File: src/rtl/instr_boot_loader.sv
// Byte-stream loader for the CPU instruction memory: a 16-bit count, big-endian words and an XOR checksum.
// The CPU stays in reset until the whole image is written and the checksum matches.
module instr_boot_loader #(
   parameter int          MAX_WORDS = 64,
   parameter logic [31:0] BASE_ADDR = 32'h0000_0000
) (
   input  logic        clk,
   input  logic        rst,
   input  logic        byte_valid,
   input  logic [7:0]  byte_data,
   output logic        byte_ready,
   output logic        initialize,
   output logic [31:0] instruction_initialize_data,
   output logic [31:0] instruction_initialize_address,
   output logic        cpu_rst,
   output logic        done,
   output logic        error,
   output logic [2:0]  o_dbg_state
);

   typedef enum logic [2:0] {
      HDR_HI  = 3'd0,
      HDR_LO  = 3'd1,
      PAYLOAD = 3'd2,
      WRITE   = 3'd3,
      CHECK   = 3'd4,
      DONE    = 3'd5,
      ERROR   = 3'd6
   } state_t;

   state_t      r_state;
   state_t      w_next;
   logic [7:0]  r_count_hi;
   logic [15:0] r_words_left;
   logic [1:0]  r_byte_idx;
   logic [23:0] r_shift;
   logic [7:0]  r_xor;
   logic [31:0] r_data;
   logic [31:0] r_addr;
   logic        w_accept;
   logic [15:0] w_count;

   // Handshake: a byte moves on a rising edge exactly when byte_valid && byte_ready.
   assign w_accept = byte_valid && byte_ready;
   assign w_count  = {r_count_hi, byte_data};

   assign instruction_initialize_data    = r_data;
   assign instruction_initialize_address = r_addr;
   assign o_dbg_state                    = r_state;

   always_comb begin
      w_next     = r_state;
      byte_ready = 1'b0;
      initialize = 1'b0;
      cpu_rst    = 1'b1;
      done       = 1'b0;
      error      = 1'b0;
      case (r_state)
         HDR_HI: begin
            byte_ready = 1'b1;
            if (w_accept) w_next = HDR_LO;
         end
         HDR_LO: begin
            byte_ready = 1'b1;
            if (w_accept) begin
               if (w_count > 16'(MAX_WORDS)) w_next = ERROR;
               else if (w_count == 16'd0)    w_next = CHECK;
               else                          w_next = PAYLOAD;
            end
         end
         PAYLOAD: begin
            byte_ready = 1'b1;
            if (w_accept && (r_byte_idx == 2'd3)) w_next = WRITE;
         end
         WRITE: begin
            initialize = 1'b1;
            w_next     = (r_words_left > 16'd1) ? PAYLOAD : CHECK;
         end
         CHECK: begin
            byte_ready = 1'b1;
            if (w_accept) w_next = (byte_data == r_xor) ? DONE : ERROR;
         end
         DONE: begin
            cpu_rst = 1'b0;
            done    = 1'b1;
         end
         ERROR: begin
            error = 1'b1;
         end
         default: w_next = HDR_HI;
      endcase
   end

   always_ff @(posedge clk) begin
      if (rst) begin
         r_state      <= HDR_HI;
         r_count_hi   <= 8'd0;
         r_words_left <= 16'd0;
         r_byte_idx   <= 2'd0;
         r_shift      <= 24'd0;
         r_xor        <= 8'd0;
         r_data       <= 32'd0;
         r_addr       <= BASE_ADDR;
      end else begin
         r_state <= w_next;
         case (r_state)
            HDR_HI: if (w_accept) begin
               r_count_hi <= byte_data;
               r_xor      <= r_xor ^ byte_data;
            end
            HDR_LO: if (w_accept) begin
               r_words_left <= w_count;
               r_xor        <= r_xor ^ byte_data;
            end
            PAYLOAD: if (w_accept) begin
               // MSB-first: the first byte of a word ends up in [31:24].
               r_shift    <= {r_shift[15:0], byte_data};
               r_byte_idx <= r_byte_idx + 2'd1;
               r_xor      <= r_xor ^ byte_data;
               if (r_byte_idx == 2'd3) r_data <= {r_shift, byte_data};
            end
            WRITE: begin
               r_addr       <= r_addr + 32'd4;
               r_words_left <= r_words_left - 16'd1;
            end
            default: ;
         endcase
      end
   end

endmodule

File: config.mk
export PLATFORM = sky130hd
export DESIGN_NAME = instr_boot_loader
export DESIGN_NICKNAME = d
export VERILOG_FILES = /design/src/rtl/instr_boot_loader.sv
export SDC_FILE = /design/constraint.sdc
export NUM_CORES = 1
export LEC_CHECK = 0
export BUFFER_PORTS_ARGS = -buffer_cell sky130_fd_sc_hd__buf_2
export CAP_MARGIN = 20
export CORE_MARGIN = 2
export CORE_UTILIZATION = 53
export CTS_BUF_LIST = sky130_fd_sc_hd__clkbuf_8
export DETAILED_ROUTE_END_ITERATION = 8
export GPL_TIMING_DRIVEN = 0
export PLACE_DENSITY = 0.78
export SYNTH_ARGS = -nofsm -noshare
export SYNTH_HDL_FRONTEND = slang
export SYNTH_SLANG_ARGS = --single-unit
export TNS_END_PERCENT = 20
File: constraint.sdc
create_clock -name clk -period 1.7 [get_ports clk]
set_input_delay 0.34 -clock clk [delete_from_list [all_inputs] [get_ports clk]]
set_output_delay 0.34 -clock clk [all_outputs]
set_load 0.05 [all_outputs]
; After elaboration in Yosys (flattened, before gate mapping)
; Index checks and enable logic that the tools add are counted.
[totals]
input_bits = 11
register_bits = 125
out_inout_bits = 72
[op_classes]
bitwise_logic = 2
mux = 16
add_sub_neg = 3
magnitude_cmp = 2
n_eq_ne = 12
n_reduce_logical = 14
[ops]
columns = op, count
row1 = "32-bit by 3-bit adder with 32-bit output, second input constant", 1
row2 = 16-bit one-hot mux with 2 select lines, 1
row3 = 3-bit two-way mux, 7
row4 = 3-bit one-hot mux with 6 select lines, 1
row5 = "16-bit by 1-bit greater-than comparator with 1-bit output, second input constant", 1
row6 = "16-bit by 7-bit greater-than comparator with 1-bit output, second input constant", 1
row7 = 16-bit zero test, 1
row8 = 16-bit two-way mux, 1
row9 = "16-bit by 1-bit subtractor with 16-bit output, second input constant", 1
row10 = "3-bit == test, second input constant", 3
row11 = 8-bit == test, 1
row12 = "2-bit inequality test, second input constant", 4
row13 = 2-bit AND reduction, 4
row14 = 8-bit XOR, 1
row15 = "3-bit by 2-bit == test with 1-bit output, second input constant", 2
row16 = 1-bit two-way mux, 5
row17 = 5-bit AND reduction, 1
row18 = 4-bit OR reduction, 1
row19 = "3-bit by 1-bit == test with 1-bit output, second input constant", 1
row20 = 3-bit zero test, 1
row21 = 3-bit AND reduction, 1
row22 = 3-bit OR reduction, 1
row23 = "2-bit by 1-bit adder with 2-bit output, second input constant", 1
row24 = "2-bit == test, second input constant", 1
row25 = 5 further kinds, 6

; Depth between registers and ports, before layout
; Gate-level depths: netlist of the first run.
[logic_depth]
ltp_word = 7
ltp_mapped = 8

; Worst setup path after synthesis of the first run
; OpenSTA, ideal clock, no wires.
[synth_path]
kind = flip-flop to flip-flop
from = reg r_addr[2] (netlist: instruction_initialize_address[2])
to = reg r_addr[28] (netlist: instruction_initialize_address[28])
n_path_buf = 0
period_less_slack_ns = 2.257
arrival_ns = 2.186
stages_incl_launch_ff = 7
path_slack_ns = -0.557
cell_sequence = dfxtp_1 ha_1 and3_1 nand3_2 or3_1 or3_1 a21oi_1
[synth_between]
elab_chain_len = 1
[synth_rtl]
columns = item, line_no
row1 = from (decl), 39  ; logic [31:0] r_addr;
row2 = from (signal assigned), 123  ; r_addr <= r_addr + 32'd4;
row3 = 32-bit by 3-bit adder with 32-bit output, 123
; Every way passes these cells.
; A chain may end at the register's enable or synchronous reset.

; Worst setup path in the final report of the first run
[layout_path]
from = reg r_words_left[6]
to = reg r_state[1] (netlist: o_dbg_state[1])
[layout_between]
elab_chain_len = 3
[layout_rtl]
columns = item, line_no
row1 = from (decl), 34  ; logic [15:0] r_words_left;
row2 = from (signal assigned), 112  ; r_words_left <= w_count;
row3 = from (signal assigned), 124  ; r_words_left <= r_words_left - 16'd1;
row4 = 16-bit by 1-bit greater-than comparator with 1-bit output, 77  ; w_next = (r_words_left > 16'd1) ? PAYLOAD : CHECK;
row5 = 3-bit two-way mux, 77
row6 = 3-bit one-hot mux with 6 select lines, 58  ; case (r_state)
row7 = to (signal assigned), 105  ; r_state <= w_next;
row8 = to (decl), 31  ; state_t r_state;
; Every way passes these cells.

==> run_results.csv, run 1 <==
group,metric,value,unit
outcome,outcome,"complete, but fails checks",
outcome,violations,"setup timing",
finish,fin_nets,800,
route,via_count,5212,
global_routing,track_usage,25.6,%
setup_path,reg2regPathDepth,6,
global_routing,antenna_found_initial,0,
global_routing,grt_max_degree,17,
synthesis,ys_seq_area_share,46.8,%
route,via_per_inst,5.60,
setup_path,start_kind,"flop",
synthesis,synth-edff-count,0,
die,initial_utilization,54.3,%
timing,fmax,545,MHz
setup_path,endpoint_kind,"flop",
synthesis,ys.flop_type,"dfxtp_1",
timing,holdWs,0.241,ns
job,maxCapViolations,0,
route,first_iter_violations,291,
global_routing,grt_pass1_wl,22900,um
hold_path,hold_path.class,"in -> reg",
setup_path,crit_fanout,8,
die,dieArea,10700,um2
timing,setup_violations,23,
timing,slew-limit-headroom,59.4,%
route,drt_wl_total,14400,um
die,die_y,104,um
finish,fin_area,6830,um2
clocking,clk_pin_slew,0.07,ns
die,ios,83,
timing,clock_skew,0.00877,ns
timing,tightest_slew,0.603,ns
finish,drive_gt1_share,27.9,%
finish,area_growth,29.9,%
timing,hold_viol,0,
global_routing,gr-total-overflow,0,
power_and_ir_drop,p_per_area,1070,nW/um2
hold_path,whs_path_depth,3,
timing,rsz0062_at_grt,"yes",
die,coreArea,9680,um2
setup_path,crit_type,"reg -> reg",
placed_design,place_hpwl,9270,um
route,ant_nets,0,
placed_design,placed_cell_area,5900,um2
timing,min_period,1.83,ns
finish,antenna_cells,0,
synthesis,synth.avg_cell_area,7.90,um2
clocking,root_buffer,"clkbuf_8",
route,drt-pass1-iter-count,4,
power_and_ir_drop,ir_drop,0.753,mV
timing,fin_ws,-0.134,ns
timing,final_max_slew_viol_count,0,
synthesis,syn_area,5260,um2
route,drc,0,
clocking,insertion_delay,0.43,ns
die,core.rowCount,36,
synthesis,syn_inst,666,
route,wl_per_cell,15.5,um
clocking,cts.sinks,123,
power_and_ir_drop,p_leak,2.71,nW
placed_design,io_buffers,71,
setup_path,cp_data_required_time,1.99,ns
clocking,cts_made_buffers,17,
setup_path,arrival,2.12,ns
global_routing,grt_pass1_vias,4806,
clocking,htreeDepth,4,
synthesis,synth-warning-count,0,
synthesis,async_reset_ff_share,0,%
placed_design,place.gp.congestion,0.824,
power_and_ir_drop,finalPower,7.28,mW
timing,period_share,108,%
synthesis,ys_ff_latch,123,
synthesis,synth_cell_types,48,
die,die_w,104,um
clocking,cts_max_path_buffers,2,
clocking,cts_tree,"done",
## cells in the final DEF (no fill, tap or decap), types with 11 or more instances in the layout
cell / instances
nand2_1: 158
dfxtp_1: 96
a21oi_1: 92
buf_2: 69
nor2_1: 50
buf_4: 35
xor2_1: 26
clkbuf_1: 23
clkbuf_8: 19
dfxtp_4: 16
nand3_1: 15
xnor2_1: 12
inv_1: 11
dfxtp_2: 11
## what timing repair did
action | CTS | global route
gates resized for setup | 52 | 27
endpoints found under the setup margin | 97 | 91
hold endpoints to repair | 0 | 0
pin swaps | 11 | 11
buffers inserted | 11 | 20
hold buffers | 0 | 0
## final cells by class
type	instances	area, um2
buffer	45	268
timing repair buffer	102	636
multi-input combinational	485	2730
fill	746	2850
clock inverter	13	199
sequential	123	2540
tap	133	166
inverter	11	52.6
clock buffer	18	248
## kinds of logic (layout without fill, tap and decap cells)
logic type,after synthesis,count (layout),synth area share (%)
adders and majority gates,4,4,0.951
and+or+nand+nor,302,302,26.0
AOI/OAI and AO/OA,138,138,14.9
other,1,2,0.0713
DFF,123,123,46.8
buffers and inverters,59,189,4.78
xor gates and xnor gates,39,39,6.49
## synth_stat cells, drive strengths merged, types with 4 or more instances
| master | count | area share (%) |
|---|---|---|
| a21oi | 96 | 9.1 |
| a22oi | 7 | 1.0 |
| and3 | 8 | 0.95 |
| buf | 11 | 1.3 |
| clkbuf | 37 | 2.7 |
| dfxtp | 123 | 47 |
| ha | 4 | 0.95 |
| inv | 10 | 0.71 |
| nand2 | 162 | 12 |
| nand2b | 4 | 0.48 |
| nand3 | 18 | 2.0 |
| nand4 | 9 | 1.1 |
| nor2 | 52 | 3.8 |
| nor3 | 13 | 1.2 |
| nor4 | 10 | 1.3 |
| o211ai | 5 | 0.71 |
| o21ai | 11 | 1.0 |
| or3 | 12 | 1.4 |
| xnor2 | 13 | 2.2 |
| xor2 | 26 | 4.3 |
## metal layers
metal | share of wire, % | wire [um] | track usage, %
met3 | 6.2 | 889 | 5.98
met5 | 0 | 0 | 0
met4 | 2.0 | 291 | 8.98
met1 | 42 | 6060 | 32.5
met2 | 50 | 7160 | 42.9
## through the flow
| step | setup slack (ns) | std cells | util, % | TNS [ns] |
|---|---|---|---|---|
| after floorplan | -0.182 | 667 | - | -3.29 |
| after global placement | -0.295 | 871 | 60.9 | -11.89 |
| after detailed placement | -0.337 | 871 | 60.9 | -13.88 |
| after CTS | -0.107 | 910 | 68.1 | -1.43 |
| after global routing | -0.201 | 930 | 70.6 | -4.31 |
| final | -0.134 | 930 | 70.6 | -1.19 |
## registers in the layout, indices dropped and copies added (netlist names)
name / flops
r_shift: 24
r_xor: 8
r_count_hi: 8
instruction_initialize_address: 30
r_byte_idx: 2
o_dbg_state: 3
instruction_initialize_data: 32
r_words_left: 16
## final timing paths
path / to / from / slack, ns
worst max register to register: o_dbg_state[1] / r_words_left[6] / -0.13
worst min register to register: instruction_initialize_data[3] / instruction_initialize_data[3] / 0.45
worst max-delay path: o_dbg_state[1] / r_words_left[6] / -0.13
worst min-delay path: r_shift[2] / byte_data[2] / 0.24
## power by group
part	switching, mW	internal [mW]	leakage [nW]
registers	0.124	2.98	1.01
logic	0.742	0.520	1.47
clock network	1.14	1.77	0.232
total	2.01	5.27	2.71
## worst max-delay path, stage by stage, from the launching register on
cell and delay [ns]:
dfxtp_2 0.34, nor4_4 0.32, nand3_2 0.15, buf_6 0.16, or3_4 0.38, a311oi_2 0.23
o32ai_1 0.12
No activity file was read; power rests on OpenSTA's default activity.
==> run 2: changes to the inputs <==
Settings changed: ABC_CLOCK_PERIOD_IN_PS set to 1700, PLACE_DENSITY 0.78 to unset, PLACE_DENSITY_LB_ADDON set to 0.08.
==> run 2 against run 1 <==
The run still ends with setup timing left; final cell count fell by 0.54%; utilization decreased by 1.1 points; final area down 1.6%.
==> run_results.csv, run 2 (synthesis results as in run 1) <==
group,metric,value,unit
job,maxCapViolations,0,
finish,antenna_cells,0,
outcome,outcome,"complete, but fails checks",
clocking,root_buffer,"clkbuf_8",
die,initial_utilization,54.3,%
hold_path,whs_path_depth,2,
global_routing,grtUsageMet2,41.0,%
clocking,cts_made_buffers,17,
finish,layout.cells.most_common,"nand2_1",
placed_design,place_inst,871,
timing,slew-limit-headroom,61.9,%
setup_path,rrSetupSlack,-0.14,ns
clocking,cts.sinks,123,
route,wl_per_cell,14.7,um
route,drc,0,
finish,multiInputGateArea,2690,um2
clocking,hold_buffers,0,
timing,holdWs,0.228,ns
placed_design,place_hpwl,9070,um
placed_design,dp_worst_setup_slack,-0.314,ns
timing,min_period,1.84,ns
timing,final_max_slew_viol_count,0,
global_routing,antenna_found_initial,0,
power_and_ir_drop,p_per_area,1040,nW/um2
clocking,clk_pin_slew,0.07,ns
setup_path,cp_data_required_time,2.00,ns
setup_path,arrival,2.14,ns
setup_path,endpoint_kind,"flop",
global_routing,grt-busiest-layer,"met2",
setup_path,start_kind,"flop",
die,die_w,104,um
global_routing,met1_usage,32.5,%
global_routing,grt_max_degree,17,
timing,fin_ws,-0.135,ns
timing,finalSetupTns,-0.674,ns
finish,stdcell_count,925,
route,via_per_inst,5.40,
timing,period_share,108,%
timing,fmax,545,MHz
finish,largest_reg_flops,32,
finish,fillers,792,
route,via_count,4999,
finish,area_growth,27.8,%
finish,fin_area,6720,um2
timing,rsz0062_at_grt,"yes",
power_and_ir_drop,p_leak,2.65,nW
global_routing,grt_pass1_wl,21900,um
die,die_y,104,um
route,drt-pass1-iter-count,4,
finish,fin_util,69.4,%
placed_design,io_buffers,71,
global_routing,track_usage,24.8,%
finish,mostFrequentLayoutCells,"159 x nand2_1, 95 x dfxtp_1, 94 x a21oi_1",
timing,setup_violations,12,
clocking,htreeDepth,4,
outcome,violations,"setup timing",
die,core.rowCount,36,
clocking,cts_max_path_buffers,2,
setup_path,worstSetupStartpoint,"r_words_left[6]",
clocking,insertion_delay,0.44,ns
global_routing,met3_usage,4.97,%
timing,hold_viol,0,
global_routing,gr-total-overflow,0,
finish,seq_area,2540,um2
global_routing,grt_pass1_vias,4605,
hold_path,hold_path.class,"in -> reg",
route,drt_wl_total,13600,um
timing,tightest_slew,0.566,ns
setup_path,crit_fanout,10,
hold_path,min_from,"byte_valid",
finish,drive_gt1_share,27.0,%
setup_path,crit_type,"reg -> reg",
route,first_iter_violations,200,
setup_path,reg2regPathDepth,6,
die,dieArea,10700,um2
die,coreArea,9680,um2
route,ant_nets,0,
power_and_ir_drop,finalPower,7.03,mW
timing,clock_skew,0.0147,ns
power_and_ir_drop,ir_drop,0.732,mV
clocking,cts_tree,"done",
die,ios,83,
setup_path,rr_startpoint,"r_words_left[6]",
finish,fin_nets,794,
placed_design,placed_cell_area,5900,um2
placed_design,place.gp.congestion,0.849,
## run 2: cell type report
type                    instances  area share, %
multi-input cells             485           40.0
plain buffers                  41           3.52
flip-flops and latches        123           37.7
clock buffers                  17           3.48
well taps                     133           2.47
repair buffers                100           9.29
clock inverters                15           2.74
inverters                      11          0.744
## run 2: worst max-delay path, cell delays in order (launching register included)
cell	delay, ns
dfxtp_2	0.34
nor4_4	0.33
nand3_2	0.15
buf_6	0.16
or3_4	0.38
a311oi_2	0.22
o32ai_1	0.12
## run 2: repair_timing
item                       CTS  global route
pin swaps                   13             7
setup endpoints to repair   90            75
setup buffers               16            13
resized for setup           51            20
## run 2: path summary, 6_finish.rpt
path                                                   endpoint
worst min register to register  instruction_initialize_data[25]
worst min-delay path                             o_dbg_state[0]
worst max register to register                   o_dbg_state[1]
worst max-delay path                             o_dbg_state[1]
## run 2: report_power, final
group	switching, mW	internal [mW]
Sequential	0.129	2.98
Combinational	0.710	0.463
Clock	1.27	1.48
## run 2: per-layer routing
metal,routed length [um],vias to the layer above
li1,-,2498
met1,6280,2334
met2,6380,136
met3,645,31
met4,261,0
met5,0,-
==> run 3: changes to the inputs <==
Settings changed: ABC_AREA set to 0, CORE_UTILIZATION 53 to 51, CTS_BUF_LIST sky130_fd_sc_hd__clkbuf_8 to sky130_fd_sc_hd__clkbuf_16, SLEW_MARGIN set to 25.
==> run 3 against run 2 <==
Register-to-register slack better by 0.05 ns; clock power is 28% higher; the run still ends with setup timing left; non-clock buffer count is 9 lower; largest cell class unchanged; critical path type unchanged.
==> run_results.csv, run 3 (synthesis results as in run 1) <==
group,metric,value,unit
clocking,cts_made_buffers,17,
finish,largest_reg_flops,32,
timing,slew-limit-headroom,58.8,%
setup_path,arrival,2.13,ns
global_routing,grt_pass1_vias,4570,
route,wl_per_cell,14.7,um
clocking,root_buffer,"clkbuf_16",
setup_path,start_kind,"flop",
setup_path,cp_slowest_cell,"or3_4",
finish,antenna_cells,0,
die,die_y,106,um
setup_path,rrSetupSlack,-0.09,ns
route,drc,0,
timing,final_max_slew_viol_count,0,
clocking,cts.sinks,123,
route,via_count,4995,
setup_path,cp_data_required_time,2.04,ns
placed_design,place.gp.congestion,0.819,
setup_path,crit_fanout,7,
power_and_ir_drop,finalPower,7.83,mW
timing,fmax,560,MHz
placed_design,place_hpwl,9200,um
timing,hold_viol,0,
finish,mostFrequentLayoutCells,"158 x nand2_1, 95 x dfxtp_1, 92 x a21oi_1",
route,drt-pass1-iter-count,4,
die,die_w,106,um
setup_path,endpoint_kind,"flop",
die,coreArea,10200,um2
route,first_iter_violations,296,
outcome,outcome,"complete, but fails checks",
placed_design,io_buffers,71,
setup_path,cpPeakStageDelay,0.41,ns
clocking,insertion_delay,0.42,ns
global_routing,gr-total-overflow,0,
timing,clock_skew,0.00519,ns
clocking,hold_buffers,0,
die,core.rowCount,37,
die,ios,83,
die,dieArea,11100,um2
timing,fin_ws,-0.0871,ns
clocking,htreeDepth,4,
power_and_ir_drop,p_leak,2.69,nW
setup_path,worstPathCellList,"ha_4, and3_4, nand3_4, or3_4, or3_1, a21oi_1",
global_routing,antenna_found_initial,0,
finish,area_growth,30.5,%
die,initial_utilization,51.7,%
finish,fin_nets,785,
timing,rsz0062_at_grt,"yes",
global_routing,track_usage,24.5,%
hold_path,hold_path.class,"in -> reg",
clocking,clk_pin_slew,0.05,ns
timing,setup_violations,12,
global_routing,grt_max_degree,17,
timing,period_share,105,%
outcome,violations,"setup timing",
power_and_ir_drop,p_per_area,1140,nW/um2
route,ant_nets,0,
clocking,cts_max_path_buffers,2,
timing,min_period,1.79,ns
job,maxCapViolations,0,
finish,drive_gt1_share,26.8,%
route,drt_wl_total,13500,um
route,via_per_inst,5.44,
finish,layout.cells.most_common,"nand2_1",
clocking,cts_tree,"done",
power_and_ir_drop,ir_drop,0.576,mV
global_routing,grt_pass1_wl,21700,um
timing,holdWs,0.241,ns
setup_path,crit_type,"reg -> reg",
timing,tightest_slew,0.618,ns
==> run 3: final timing paths <==
path                            cells after the start                         startpoint                                  to
worst min-delay path                                2                         byte_valid                      o_dbg_state[0]
worst min register to register                      2    instruction_initialize_data[25]     instruction_initialize_data[25]
worst max register to register                      6  instruction_initialize_address[2]  instruction_initialize_address[28]
worst max-delay path                                6  instruction_initialize_address[2]  instruction_initialize_address[28]
==> run 3: cell type report <==
cell class                 instances  area, um2
sequential                       123       2540
clock inverter                    14        128
tap                              136        170
multi-input combinational        485       2730
fill                             883       3320
inverter                          11       50.0
clock buffer                      18        450
buffer                            43        258
timing repair buffer              89        541
==> run 3: what timing repair did <==
| action | CTS | global route |
|---|---|---|
| resized for setup | 49 | 33 |
| hold endpoints to repair | 0 | 0 |
| buffers inserted | 9 | 9 |
| endpoints found under the setup margin | 99 | 78 |
| pin swaps | 11 | 14 |
==> run 3: critical path: cells and delay by family (launching register included) <==
family / cells / cell delay (ns)
AOI/OAI and AO/OA: 1 / 0.13
adders and majority gates: 1 / 0.14
DFF: 1 / 0.38
and+or+nand+nor: 4 / 1.06
==> run 3: per-stage QoR <==
step / utilization (%) / TNS (ns) / setup WS, ns / instance area, um2 / instances
6_report: 67.4 / -0.572 / -0.0871 / 6870 / 919
5_1_grt: 67.4 / -1.45 / -0.147 / 6870 / 919
4_1_cts: 65.7 / -0.644 / -0.0798 / 6690 / 911
3_5_place_dp: 58.0 / -17.78 / -0.344 / 5910 / 874
3_3_place_gp: 58.0 / -13.85 / -0.306 / 5910 / 874
2_1_floorplan: - / -3.29 / -0.182 / 5380 / 667
==> run 3: power by group <==
group	total (mW)	internal, mW	switching [mW]
clock	3.51	2.21	1.29
combinational	1.21	0.487	0.718
sequential	3.12	2.99	0.133
==> run 3: layer usage <==
metal | vias to the layer above | wire (um) | GRT usage (%)
li1 | 2462 | - | -
met1 | 2387 | 6260 | 32.8
met2 | 130 | 6380 | 38.3
met3 | 16 | 665 | 5.81
met4 | 0 | 182 | 9.30
met5 | - | 0 | 0
